**config.mk**
```make
export PLATFORM = sky130hd
export DESIGN_NAME = run_before_decoder
export DESIGN_NICKNAME = d
export VERILOG_FILES = /design/src/rtl/run_before_decoder.sv
export SDC_FILE = /design/constraint.sdc
export NUM_CORES = 1
export LEC_CHECK = 0
export ABC_AREA = 1
export CORE_ASPECT_RATIO = 0.75
export CORE_UTILIZATION = 51
export DETAILED_ROUTE_END_ITERATION = 8
export PLACE_DENSITY_LB_ADDON = 0.3
export SLEW_MARGIN = 20
export SYNTH_ARGS = -nofsm -noshare
export SYNTH_HDL_FRONTEND = slang
export SYNTH_SLANG_ARGS = --single-unit
```
**constraint.sdc**
```tcl
create_clock -name clk -period 2.8 [get_ports clk]
set_input_delay 0.28 -clock clk [delete_from_list [all_inputs] [get_ports clk]]
set_output_delay 0.28 -clock clk [all_outputs]
set_load 0.01 [all_outputs]
```
**src/rtl/run_before_decoder.sv**
```systemverilog
// ---------------------------------------------------------------------------
// run_before_decoder
//
// Decodes the run_before syntax elements of one CAVLC residual block. Each
// block carries NZQ non-zero coefficients and total_zeros zeros spread
// between them. Runs are read from a bit FIFO one bit per cycle and reported
// one per cycle on run_before/run_idx, highest-frequency coefficient first.
// Runs that need no bitstream bits are synthesised without touching the FIFO:
//   - all zeros are used up -> the remaining runs are 0
//   - the last coefficient  -> its run is whatever zeros are left
//
// Ports
//   clk, rst          : clock, asynchronous active-low reset
//   start             : one-cycle block request, honoured only while idle
//   NZQ, total_zeros  : block parameters, sampled together with start
//   fifo_data         : head bit of a first-word-fall-through bit FIFO
//   fifo_empty        : FIFO holds no bit
//   fifo_pop          : consume fifo_data at the coming clock edge
//   run_before        : decoded run, qualified by run_valid
//   run_idx           : coefficient index of run_before (0 = highest freq.)
//   run_valid         : one-cycle qualifier for run_before/run_idx
//   busy              : block in progress (any state other than IDLE)
//   finish            : one-cycle pulse at block end
//   error             : one-cycle pulse with finish on an illegal code
//   dbg_state_o       : current FSM state, for debug and checkers
//
// FIFO handshake: a bit moves out of the FIFO at a rising edge exactly when
// fifo_pop is high in the cycle before it. fifo_pop is only ever high while
// fifo_empty is low, so pop and valid data always coincide; while the FIFO
// is empty the decoder simply waits with its partial code held.
// ---------------------------------------------------------------------------
module run_before_decoder #(
  parameter int NZQ_WIDTH = 5,
  parameter int ZL_WIDTH  = 4
) (
  input  logic                 clk,
  input  logic                 rst,
  input  logic                 start,
  input  logic [NZQ_WIDTH-1:0] NZQ,
  input  logic [ZL_WIDTH-1:0]  total_zeros,
  input  logic                 fifo_data,
  input  logic                 fifo_empty,
  output logic                 fifo_pop,
  output logic [ZL_WIDTH-1:0]  run_before,
  output logic [NZQ_WIDTH-1:0] run_idx,
  output logic                 run_valid,
  output logic                 busy,
  output logic                 finish,
  output logic                 error,
  output logic [2:0]           dbg_state_o
);

  typedef enum logic [2:0] {
    S_IDLE      = 3'd0,
    S_READ      = 3'd1,
    S_EMIT_ZERO = 3'd2,
    S_LAST      = 3'd3,
    S_DONE      = 3'd4
  } state_e;

  // Longest legal code is 11 bits, so an 11-bit shift register and a
  // 4-bit length counter hold any partial code.
  localparam int CODE_W = 11;

  state_e                 state_q;
  logic [ZL_WIDTH-1:0]    zeros_left_q;
  logic [NZQ_WIDTH-1:0]   remaining_q;
  logic [NZQ_WIDTH-1:0]   idx_q;
  logic [CODE_W-1:0]      code_q;
  logic [3:0]             len_q;
  logic [ZL_WIDTH-1:0]    run_before_q;
  logic [NZQ_WIDTH-1:0]   run_idx_q;
  logic                   run_valid_q;
  logic                   busy_q;
  logic                   finish_q;
  logic                   error_q;

  // Partial code including the bit currently at the FIFO head.
  logic [CODE_W-1:0]      code_d;
  logic [3:0]             len_d;
  logic [2:0]             zl_sel;
  logic                   dec_hit;
  logic                   dec_bad;
  logic [3:0]             dec_run;
  logic [ZL_WIDTH-1:0]    run_ext;
  logic                   dec_illegal;
  logic [ZL_WIDTH-1:0]    zl_after;
  logic [NZQ_WIDTH-1:0]   rem_after;

  assign code_d    = {code_q[CODE_W-2:0], fifo_data};
  assign len_d     = len_q + 4'd1;
  // Every zeros_left above 6 shares one table.
  assign zl_sel    = (zeros_left_q > ZL_WIDTH'(7)) ? 3'd7 : zeros_left_q[2:0];
  assign run_ext   = ZL_WIDTH'(dec_run);
  // A run longer than the zeros still available can only come from a
  // corrupt stream or an inconsistent total_zeros.
  assign dec_illegal = dec_bad || (dec_hit && (run_ext > zeros_left_q));
  assign zl_after  = zeros_left_q - run_ext;
  assign rem_after = remaining_q - NZQ_WIDTH'(1);

  // Table lookup on the partial code. dec_hit marks a complete code; when
  // neither dec_hit nor dec_bad is set, more bits are needed.
  always_comb begin
    dec_hit = 1'b0;
    dec_bad = 1'b0;
    dec_run = 4'd0;
    case (zl_sel)
      3'd0: begin
        // No bits are read with zero zeros left; nothing to decode.
      end
      3'd1: begin
        dec_hit = 1'b1;
        dec_run = {3'b000, ~code_d[0]};
      end
      3'd2: begin
        if (len_d == 4'd1) begin
          dec_hit = code_d[0];
        end else begin
          dec_hit = 1'b1;
          dec_run = code_d[0] ? 4'd1 : 4'd2;
        end
      end
      3'd3: begin
        if (len_d == 4'd2) begin
          dec_hit = 1'b1;
          dec_run = 4'd3 - {2'b00, code_d[1:0]};
        end
      end
      3'd4: begin
        if ((len_d == 4'd2) && (code_d[1:0] != 2'b00)) begin
          dec_hit = 1'b1;
          dec_run = 4'd3 - {2'b00, code_d[1:0]};
        end else if (len_d == 4'd3) begin
          dec_hit = 1'b1;
          dec_run = code_d[0] ? 4'd3 : 4'd4;
        end
      end
      3'd5: begin
        if ((len_d == 4'd2) && code_d[1]) begin
          dec_hit = 1'b1;
          dec_run = code_d[0] ? 4'd0 : 4'd1;
        end else if (len_d == 4'd3) begin
          dec_hit = 1'b1;
          dec_run = 4'd5 - {1'b0, code_d[2:0]};
        end
      end
      3'd6: begin
        if ((len_d == 4'd2) && (code_d[1:0] == 2'b11)) begin
          dec_hit = 1'b1;
        end else if (len_d == 4'd3) begin
          dec_hit = 1'b1;
          case (code_d[2:0])
            3'b000:  dec_run = 4'd1;
            3'b001:  dec_run = 4'd2;
            3'b011:  dec_run = 4'd3;
            3'b010:  dec_run = 4'd4;
            3'b101:  dec_run = 4'd5;
            3'b100:  dec_run = 4'd6;
            default: dec_run = 4'd0;
          endcase
        end
      end
      default: begin
        // 3-bit codes 111..001 give 0..6; after 000 the code is a unary
        // prefix of zeros closed by a 1, and a code of length L gives L+3.
        if (len_d < 4'd4) begin
          if ((len_d == 4'd3) && (code_d[2:0] != 3'b000)) begin
            dec_hit = 1'b1;
            dec_run = 4'd7 - {1'b0, code_d[2:0]};
          end
        end else if (code_d[0]) begin
          dec_hit = 1'b1;
          dec_run = len_d + 4'd3;
        end else if (len_d == 4'd11) begin
          dec_bad = 1'b1;
        end
      end
    endcase
  end

  // The head bit is consumed whenever the decoder is reading and a bit is
  // available; the register update below uses the same condition.
  assign fifo_pop    = (state_q == S_READ) && !fifo_empty;

  assign run_before  = run_before_q;
  assign run_idx     = run_idx_q;
  assign run_valid   = run_valid_q;
  assign busy        = busy_q;
  assign finish      = finish_q;
  assign error       = error_q;
  assign dbg_state_o = state_q;

  always_ff @(posedge clk or negedge rst) begin
    if (!rst) begin
      state_q      <= S_IDLE;
      zeros_left_q <= '0;
      remaining_q  <= '0;
      idx_q        <= '0;
      code_q       <= '0;
      len_q        <= '0;
      run_before_q <= '0;
      run_idx_q    <= '0;
      run_valid_q  <= 1'b0;
      busy_q       <= 1'b0;
      finish_q     <= 1'b0;
      error_q      <= 1'b0;
    end else begin
      // Pulse outputs default low; each state raises what it needs.
      run_valid_q <= 1'b0;
      finish_q    <= 1'b0;
      error_q     <= 1'b0;
      case (state_q)
        S_IDLE: begin
          if (start) begin
            zeros_left_q <= total_zeros;
            remaining_q  <= NZQ;
            idx_q        <= '0;
            code_q       <= '0;
            len_q        <= '0;
            busy_q       <= 1'b1;
            if (NZQ == '0) begin
              state_q <= S_DONE;
            end else if (NZQ == NZQ_WIDTH'(1)) begin
              state_q <= S_LAST;
            end else if (total_zeros == '0) begin
              state_q <= S_EMIT_ZERO;
            end else begin
              state_q <= S_READ;
            end
          end
        end

        S_READ: begin
          if (!fifo_empty) begin
            if (dec_illegal) begin
              // Abort: report at once and stop reading; the rest of the
              // block cannot be trusted.
              error_q  <= 1'b1;
              finish_q <= 1'b1;
              busy_q   <= 1'b0;
              code_q   <= '0;
              len_q    <= '0;
              state_q  <= S_IDLE;
            end else if (dec_hit) begin
              run_valid_q  <= 1'b1;
              run_before_q <= run_ext;
              run_idx_q    <= idx_q;
              zeros_left_q <= zl_after;
              remaining_q  <= rem_after;
              idx_q        <= idx_q + NZQ_WIDTH'(1);
              code_q       <= '0;
              len_q        <= '0;
              if (rem_after == NZQ_WIDTH'(1)) begin
                state_q <= S_LAST;
              end else if (zl_after == '0) begin
                state_q <= S_EMIT_ZERO;
              end
            end else begin
              code_q <= code_d;
              len_q  <= len_d;
            end
          end
        end

        S_EMIT_ZERO: begin
          run_valid_q  <= 1'b1;
          run_before_q <= '0;
          run_idx_q    <= idx_q;
          remaining_q  <= rem_after;
          idx_q        <= idx_q + NZQ_WIDTH'(1);
          if (rem_after == NZQ_WIDTH'(1)) begin
            state_q <= S_LAST;
          end
        end

        S_LAST: begin
          // The final coefficient absorbs every zero still unaccounted for.
          run_valid_q  <= 1'b1;
          run_before_q <= zeros_left_q;
          run_idx_q    <= idx_q;
          zeros_left_q <= '0;
          remaining_q  <= rem_after;
          idx_q        <= idx_q + NZQ_WIDTH'(1);
          state_q      <= S_DONE;
        end

        S_DONE: begin
          finish_q <= 1'b1;
          busy_q   <= 1'b0;
          state_q  <= S_IDLE;
        end

        default: begin
          busy_q  <= 1'b0;
          state_q <= S_IDLE;
        end
      endcase
    end
  end

endmodule

```
==> results of run 1 <==
==> logic make-up (layout without fill, tap and decap cells) <==
family                   Yosys count  count (layout)  synth area share
multiplexers                       1               1           0.00364
XOR/XNOR                           7               7            0.0223
flip-flops                        36              36             0.328
AND/OR/NAND/NOR                  211             212             0.370
AO/OA/AOI/OAI                     62              62             0.128
adder cells (fa/ha/maj)           13              13            0.0591
buffers and inverters             62             175            0.0887
==> flip-flops by register name (all words and copies together) (netlist names) <==
| name | count |
|---|---|
| finish | 1 |
| busy | 1 |
| run_valid | 1 |
| zeros_left_q | 4 |
| len_q | 4 |
| idx_q | 5 |
| remaining_q | 5 |
| dbg_state_o | 3 |
| error | 1 |
| run_idx | 5 |
| code_q | 2 |
| run_before | 4 |
==> worst paths after layout <==
check	cells past startpoint	from	end	slack, ns
setup / recovery	22	len_q[0]	zeros_left_q[3]	-0.32
hold / removal	2	rst	run_idx[1]	0.38
setup reg to reg	22	len_q[0]	zeros_left_q[3]	-0.32
hold reg to reg	1	run_idx[0]	run_idx[0]	0.49
max in group asynchronous	2	rst	len_q[2]	2.04
min in group clk	1	run_idx[0]	run_idx[0]	0.49
==> per-layer routing <==
layer | vias up | track usage | wire [µm]
met2 | 238 | 0.521 | 4630
met5 | - | 0 | 0
met4 | 0 | 0.142 | 383
met3 | 45 | 0.0804 | 1080
li1 | 1507 | - | -
met1 | 1569 | 0.475 | 4030
==> through the flow <==
step | total power, mW | setup TNS [ns] | setup slack [ns] | cell area [µm²] | util
6_report | 5.40 | -6.74 | -0.321 | 4160 | 0.826
5_1_grt | 5.71 | -9.75 | -0.421 | 4160 | 0.826
4_1_cts | 4.85 | -3.59 | -0.214 | 3940 | 0.782
3_5_place_dp | 3.83 | -8.99 | -0.420 | 3620 | 0.719
3_3_place_gp | 3.73 | -7.96 | -0.361 | 3620 | 0.719
2_1_floorplan | 2.65 | 0 | 0.0191 | 2760 | -
==> synth_stat cells (all sizes together) <==
cell     number  share of area
nand4         9          0.030
nand2       103           0.15
nor2         49          0.084
o211ai        4          0.011
o21ai        36          0.067
o2111ai       1         0.0032
nor3          9          0.016
ha           13          0.059
a31oi         2         0.0045
o22a          1         0.0032
a21o          1         0.0027
nor4          2         0.0045
buf           4         0.0096
xor2          3         0.0096
a22o          1         0.0032
mux2i         1         0.0036
o31ai         1         0.0027
a21oi        12          0.023
inv          56          0.076
dfrtp        36           0.33
a22oi         1         0.0027
nand3        39          0.084
o21a          1         0.0027
xnor2         4          0.013
clkbuf        2         0.0027
o22ai         1         0.0023
==> where the power goes <==
| group | total (mW) | switching, mW | leakage, nW | internal (mW) |
|---|---|---|---|---|
| Sequential | 0.920 | 0.192 | 0.461 | 0.728 |
| Combinational | 4.01 | 2.29 | 1.52 | 1.72 |
| Clock | 0.473 | 0.209 | 0.0552 | 0.265 |
==> worst reg2reg max path, cell delays in order (launching register included) <==
cell	delay, ns
dfrtp_2	0.45
ha_4	0.19
inv_2	0.05
nand2_2	0.05
nand2_4	0.09
buf_6	0.13
nand3_4	0.10
nor2_4	0.12
inv_2	0.06
buf_4	0.12
a31oi_1	0.18
buf_4	0.15
ha_1	0.25
a21o_1	0.20
nor2_2	0.19
nand2_4	0.11
nand2_4	0.08
nand2_4	0.06
nand2_4	0.08
buf_12	0.12
nor2_8	0.05
o21ai_2	0.09
o21ai_1	0.09
==> final cells by class <==
class                      count  share of cell area
multi-input combinational    295               0.458
clock buffer                   6              0.0174
inverter                      56              0.0517
timing repair buffer         111               0.226
clock inverter                 2             0.00842
sequential                    36               0.217
tap                           72              0.0216
==> timing repair <==
action | 4_1_cts | 5_1_grt
setup endpoints to repair | 30 | 30
pin swaps | 11 | 22
hold buffers | 0 | 0
gates resized for setup | 39 | 59
buffers inserted | 7 | 10
cloned | 2 | 0
==> impl_results.md, run 1 <==
* Gpl congestion at 0.972
* Cell area after synthesis at 2750 µm²
* HPWL after detailed placement at 6.18 mm
* Max_cap viols at 0
* Post-Route Skew at 0.0126 ns
* Worst path arrival time at 3.31 ns
* Endpoint class of the critical path: register
* Crit Path Category: reg -> reg
* Setup violators final at 30
* Critical path peak fanout at 8
* DIE WIDTH at around 87 µm
* Power Dens Cells at approximately 1300 nW/µm²
* Pin count of the biggest net entering global routing at 37
* Chip height at 65.6 µm
* Initial drt markers at 438
* CTS tree: done
* Antenna violations before repair at 0
* Syn nets at approximately 420
* Total Routing Usage GR at 0.345
* WL final at 10.1 mm
* Max VDD drop at around 0.85 mV
* Syn Area/Cell at 7.02 µm²
* Fmax at around 320 MHz
* Startpoint types: register
* CTS Sinks at 36
* Status: finished with violations
* Final Non-Filler Cells at 578
* Initial Utilization at 0.546
* Syn Inst Count at 392
* CP Cell Sequence: ha_4 -> inv_2 -> nand2_2 -> nand2_4 -> buf_6 -> nand3_4 -> nor2_4 -> inv_2 -> buf_4 -> a31oi_1 -> buf_4 -> ha_1 -> a21o_1 -> nor2_2 -> nand2_4 -> nand2_4 -> nand2_4 -> nand2_4 -> buf_12 -> nor2_8 -> o21ai_2 -> o21ai_1
* Most common cell after layout, fill and taps aside: buf_4
* Area of the multi-input gates at 1910 µm²
* Period Utilization, post-route at 1.11
* Hold_ws at roughly 0.38 ns
* Clk buf depth at 2
* Least-Margin Pin Slew at 0.782 ns
* I/O Buffers at 30
* Die area at 5690 µm²
* Sequential cell area fraction in the yosys report at 0.328
* Yosys reg bits at 36
* Synth warn at 0
* Critical Path Slowest Stage Cell: dfrtp_2
* CP Buf/Inv Count at 6
* Worst min-delay path class: in -> async
* Most frequent cells in the layout: buf_4 (75), nand2_1 (73), inv_1 (44)
* Core area at slightly above 5000 µm²
* H-tree levels at 2
* Per-cell routed wire length at 17.5 µm
* Row Count at 22
* Vias per inst at between 5 and 6
* FF+latch area at 905 µm²
* CTS Buf Count at 5
* Final Hold Viols at 0
* Worst relative slew slack at 0.477
* Vias in the first global route at 3057
* Root buffer cell: clkbuf_8
* Antenna fix cells at 0
* Fill cells at 285
* Clock latency on the worst-skew pair at 0.31 ns
* Lkg Pwr at slightly above 2 nW
* Drt pass-1 iters at 5
* Max Transition Viols Final at 0
* Required time worst endpoint at 2.99 ns
* Violated checks: negative setup slack
* Critical Path Max Stage Delay at 0.45 ns
* IO Pins at 31
* Cell count after placement at 554
* ANT nets after route at 0
* RSZ-0062 raised after global routing: yes
* Nets at 532
* Via count at 3359
* Layout cells sized above 1 at 0.366
* Yosys cell types at 40
* CP top delay family: simple AND/OR/NAND/NOR gates
* Setup ws final at -0.321 ns
* DR DRC count at 0
* Global-route wire length before repair at 14.7 mm
* Post-layout min period at 3.12 ns
* Worst-path clk slew at 0.08 ns
* Synth-to-Final Area Change at 51.4%
* Worst path most repeated cell: nand2_4
* Remaining Overflow, GRT at 0
No activity file was read; power rests on OpenSTA's default activity.
==> run 2: changes to the inputs <==
CORE_UTILIZATION = 43   (was 51)
==> run 2 against run 1 <==
The flow still finishes with violations (negative setup slack). Core utilization fell by 12 points. Die area rose by 18%. Sequential power barely moved. First-iteration DRC count fell by 36%. Register-to-register slack improved by 0.06 ns. Combinational power rose by 2%. Critical path depth did not move. Setup slack improved by 0.058 ns. Count of clock-buffer cells in the layout did not move. Clock skew fell by 0.0029 ns.
==> impl_results.md, run 2 (synthesis results as in run 1) <==
* Critical Path Slowest Stage Cell: dfrtp_2
* CTS Sinks at 36
* Worst-path clk slew at 0.08 ns
* Initial drt markers at 280
* Post-Route Skew at 0.00972 ns
* Internal at 2.86 mW
* Layout cells sized above 1 at 0.371
* Max VDD drop at 0.658 mV
* Drt pass-1 iters at 5
* Most frequent cells in the layout: nand2_1 (72), buf_4 (69), inv_1 (43)
* Initial Utilization at 0.460
* Comb power frac at 0.748
* Psw at 2.62 mW
* Clock Power Share at 0.084
* HPWL after detailed placement at 6.05 mm
* CTS tree: done
* DIE WIDTH at 94.3 µm
* Setup ws final at -0.263 ns
* Least-Margin Pin Slew at 0.828 ns
* Via count at 3117
* Chip height at roughly 70 µm
* Worst path arrival time at 3.24 ns
* CP Buf/Inv Count at 3
* Clock latency on the worst-skew pair at 0.30 ns
* DR DRC count at 0
* Antenna fix cells at 0
* Worst path most repeated cell: nand2_2
* Per-cell routed wire length at roughly 16 µm
* CP top delay family: simple AND/OR/NAND/NOR gates
* ANT nets after route at 0
* Endpoint class of the critical path: register
* Lkg Pwr at 2.04 nW
* Final Hold Viols at 0
* CTS Buf Count at 5
* Setup violators final at 29
* Max_cap viols at 0
* WL final at 9.25 mm
* # hold bufs at CTS at 0
* Cell count after placement at 554
* Worst relative slew slack at 0.448
* Fmax at 326 MHz
* IO Pins at 31
* Power Dens Cells at roughly 1300 nW/µm²
* Core area at 5980 µm²
* Critical Path Max Stage Delay at between 0.4 and 0.5 ns
* Post-Place Setup Slack at -0.361 ns
* Worst min-delay path class: in -> async
* I/O Buffers at 30
* Clk buf depth at 2
* Vias per inst at 5.36
* Period Utilization, post-route at 1.09
* Sequential power share at 0.168
* Required time worst endpoint at 2.98 ns
* Hold_ws at ~0.075 ns
* Max Transition Viols Final at 0
* H-tree levels at 2
* Violated checks: negative setup slack
* Remaining Overflow, GRT at 0
* Root buffer cell: clkbuf_8
* Pin count of the biggest net entering global routing at 37
* Sw Share at 0.478
* Most common cell after layout, fill and taps aside: nand2_1
* Total Routing Usage GR at 0.280
* Gpl congestion at 1.02
* Row Count at 24
* Nets at 530
* Vias in the first global route at 3025
* CP Cell Sequence: ha_4 -> inv_2 -> nand2_2 -> nand2_4 -> inv_4 -> nor3_4 -> nand2_2 -> nor2_2 -> a21oi_2 -> o211ai_1 -> o21ai_2 -> ha_4 -> a21o_1 -> nor2_2 -> nand2_2 -> nand2_2 -> nand2_2 -> nand2_4 -> buf_12 -> nor2_8 -> o21ai_2 -> o21ai_1
* Crit Path Category: reg -> reg
* Synth-to-Final Area Change at 53.8%
* Final Non-Filler Cells at 582
* Critical path peak fanout at 8
* Global-route wire length before repair at approximately 15 mm
* Startpoint types: register
* Post-layout min period at just over 3 ns
* Status: finished with violations
* Antenna violations before repair at 0
* Die area at 6720 µm²
* RSZ-0062 raised after global routing: yes
[run 2: layer usage]
layer  part of all wire  vias to the layer above  global-route usage
li1                   -                     1507                   -
met1               0.46                     1455               0.407
met2               0.46                      137               0.440
met3              0.067                       18              0.0456
met4              0.013                        0              0.0615
met5                  0                        -                   0
[run 2: power groups by stage]
stage / Sequential, mW / Combinational (mW) / Clock, mW
floorplan: 0.927 / 1.72 / 0
global placement: 0.883 / 2.79 / 0
detailed placement: 0.887 / 2.86 / 0
CTS: 0.889 / 3.73 / 0.459
global route: 0.942 / 4.42 / 0.480
finish: 0.921 / 4.10 / 0.461
[run 2: final timing paths]
check                      slack (ns)  cells past startpoint        from              end
max                             -0.26                     22    len_q[0]  zeros_left_q[3]
min                              0.07                      1         rst       run_idx[0]
max reg2reg                     -0.26                     22    len_q[0]  zeros_left_q[3]
min reg2reg                      0.50                      1  run_idx[0]       run_idx[0]
max in group asynchronous        2.13                      1         rst         len_q[0]
min in group clk                 0.50                      1  run_idx[0]       run_idx[0]
[run 2: final cells by class]
type,instances,area [µm²]
multi-input combinational,295,1930
clock inverter,2,35.0
inverter,56,213
timing repair buffer,109,976
fill,446,1750
tap,78,97.6
clock buffer,6,72.6
sequential,36,903
[run 2: stage by stage]
stage	TNS, ns	total power [mW]	area [µm²]	utilization
6_report	-4.87	5.48	4230	0.708
5_1_grt	-9.05	5.84	4230	0.708
4_1_cts	-2.78	5.08	4050	0.678
3_5_place_dp	-7.46	3.74	3580	0.599
3_3_place_gp	-9.73	3.68	3580	0.599
2_1_floorplan	0	2.65	2760	-
[run 2: timing repair]
action / 4_1_cts / 5_1_grt
gates cloned: 4 / 0
setup buffers: 13 / 6
setup endpoints to repair: 30 / 30
gates resized for setup: 59 / 50
pin swaps: 17 / 22
==> run 3: changes to the inputs <==
CTS_CLUSTER_SIZE = 20   (was not set)
GPL_ROUTABILITY_DRIVEN = 0   (was not set)
TNS_END_PERCENT = 50   (was not set)
==> run 3 against run 2 <==
The flow still finishes with violations (negative setup slack). Via count grew 13%. Setup slack lost 0.25 ns. First-iteration DRC count grew 55%. Global-route usage grew 1.2 points. Power grew 7.6%. Critical path type unchanged. Largest cell class unchanged. Highest routed layer unchanged.
==> impl_results.md, run 3 (synthesis results as in run 1) <==
* Most frequent cells in the layout: buf_4 (80), nand2_1 (75), inv_1 (42)
* Setup TNS at -11.40 ns
* Per-cell routed wire length at between 15 and 20 µm
* Critical Path Slowest Stage Cell: dfrtp_2
* Period Utilization, post-route at 1.18
* Final Non-Filler Cells at 593
* Cell count after placement at 552
* Via count at ~3500
* Fill cells at 374
* Layout Utilization at 0.726
* Max VDD drop at 0.740 mV
* Worst-path clk slew at 0.08 ns
* Remaining Overflow, GRT at 0
* CP top delay family: simple AND/OR/NAND/NOR gates
* Row Count at 24
* Setup ws final at -0.515 ns
* Lkg Pwr at 2.12 nW
* Least-Margin Pin Slew at 0.830 ns
* Crit Path Category: reg -> reg
* RSZ-0062 raised after global routing: yes
* CTS Buf Count at 5
* CTS tree: done
* CP Buf/Inv Count at 5
* Worst r2r path cells at 21
* Critical Path Max Stage Delay at roughly 0.46 ns
* Required time worst endpoint at 3.00 ns
* Antenna fix cells at 0
* Post-layout min period at 3.31 ns
* Die area at 6720 µm²
* Antenna violations before repair at 0
* WL final at 11.0 mm
* Worst relative slew slack at 0.446
* Setup violators final at 30
* Clock latency on the worst-skew pair at approximately 0.30 ns
* DIE WIDTH at 94.3 µm
* H-tree levels at 2
* Vias per inst at between 5 and 6
* Drt pass-1 iters at 6
* Crit. path cell count at 21
* Clk buf depth at 2
* Initial Utilization at 0.460
* Post-Route Skew at 0.00932 ns
* Max Transition Viols Final at 0
* DR DRC count at 0
* Most common cell after layout, fill and taps aside: buf_4
* Root buffer cell: clkbuf_8
* Pin count of the biggest net entering global routing at 37
* Post-Place Setup Slack at -0.333 ns
* Violated checks: negative setup slack
* Global-route wire length before repair at roughly 15 mm
* Final Hold Viols at 0
* Core area at 5980 µm²
* Endpoint class of the critical path: register
* IO Pins at 31
* Critical path peak fanout at 5
* Fmax at 302 MHz
* Initial drt markers at 435
* Layout cells sized above 1 at 0.392
* HPWL after detailed placement at approximately 6.0 mm
* Power Dens Cells at 1360 nW/µm²
* Vias in the first global route at 3181
* CP Cell Sequence: ha_4 -> inv_2 -> nand2_2 -> nand2_4 -> nand3_4 -> nor2_4 -> inv_4 -> nor2_4 -> a21oi_2 -> o211ai_1 -> o21ai_2 -> ha_4 -> buf_6 -> nand3_4 -> nand2_4 -> nand2_2 -> nand2_2 -> nand2_4 -> buf_12 -> buf_16 -> o31ai_4
* Total Routing Usage GR at 0.292
* Nets at between 500 and 600
* Startpoint types: register
* Status: finished with violations
* CTS Sinks at 36
* Max_cap viols at 0
* Worst path arrival time at 3.52 ns
* Chip height at 71.3 µm
* Worst min-delay path class: in -> async
* ANT nets after route at 0
* Synth-to-Final Area Change at 57.8%
* I/O Buffers at 30
run 3: repair_timing:
item	4_1_cts	5_1_grt
setup endpoints to repair	30	37
hold buffers	0	0
gates cloned	4	0
pin swaps	11	19
gates resized for setup	54	61
buffers inserted	23	8
run 3: area by class of cell:
cell class | count | area, µm² | share of cell area
clock buffer | 6 | 72.6 | 0.0167
clock inverter | 2 | 35.0 | 0.00807
inverter | 56 | 215 | 0.0496
multi-input combinational | 295 | 1960 | 0.451
sequential | 36 | 902 | 0.208
tap | 78 | 97.6 | 0.0225
timing repair buffer | 120 | 1060 | 0.244
run 3: path summary, 6_finish.rpt:
check	end	slack, ns	startpoint
min	idx_q[0]	0.08	rst
max	idx_q[2]	-0.51	len_q[0]
max in group asynchronous	len_q[0]	2.14	rst
max reg2reg	idx_q[2]	-0.51	len_q[0]
min in group clk	run_idx[0]	0.51	run_idx[0]
min reg2reg	run_idx[0]	0.51	run_idx[0]
run 3: through the flow:
stage	cell area, µm²	hold slack [ns]	total power [mW]
floorplan	2760	-0.0156	2.65
global placement	3560	0.410	3.62
detailed placement	3560	0.419	3.70
CTS	4080	0.109	5.12
global route	4340	0.154	6.20
finish	4340	0.0763	5.90
run 3: power by group:
| group | internal [mW] | leakage, nW | total, mW | switching (mW) |
|---|---|---|---|---|
| sequential | 0.726 | 0.464 | 0.939 | 0.213 |
| clock | 0.265 | 0.0552 | 0.476 | 0.211 |
| combinational | 2.00 | 1.60 | 4.48 | 2.48 |
| total | 2.99 | 2.12 | 5.90 | 2.91 |
run 3: metal layers:
layer / GRT usage / share of wire / wire, µm
met4: 0.0889 / 0.063 / 690
met5: 0 / 0 / 0
met1: 0.406 / 0.39 / 4240
met2: 0.471 / 0.44 / 4840
met3: 0.0425 / 0.11 / 1220
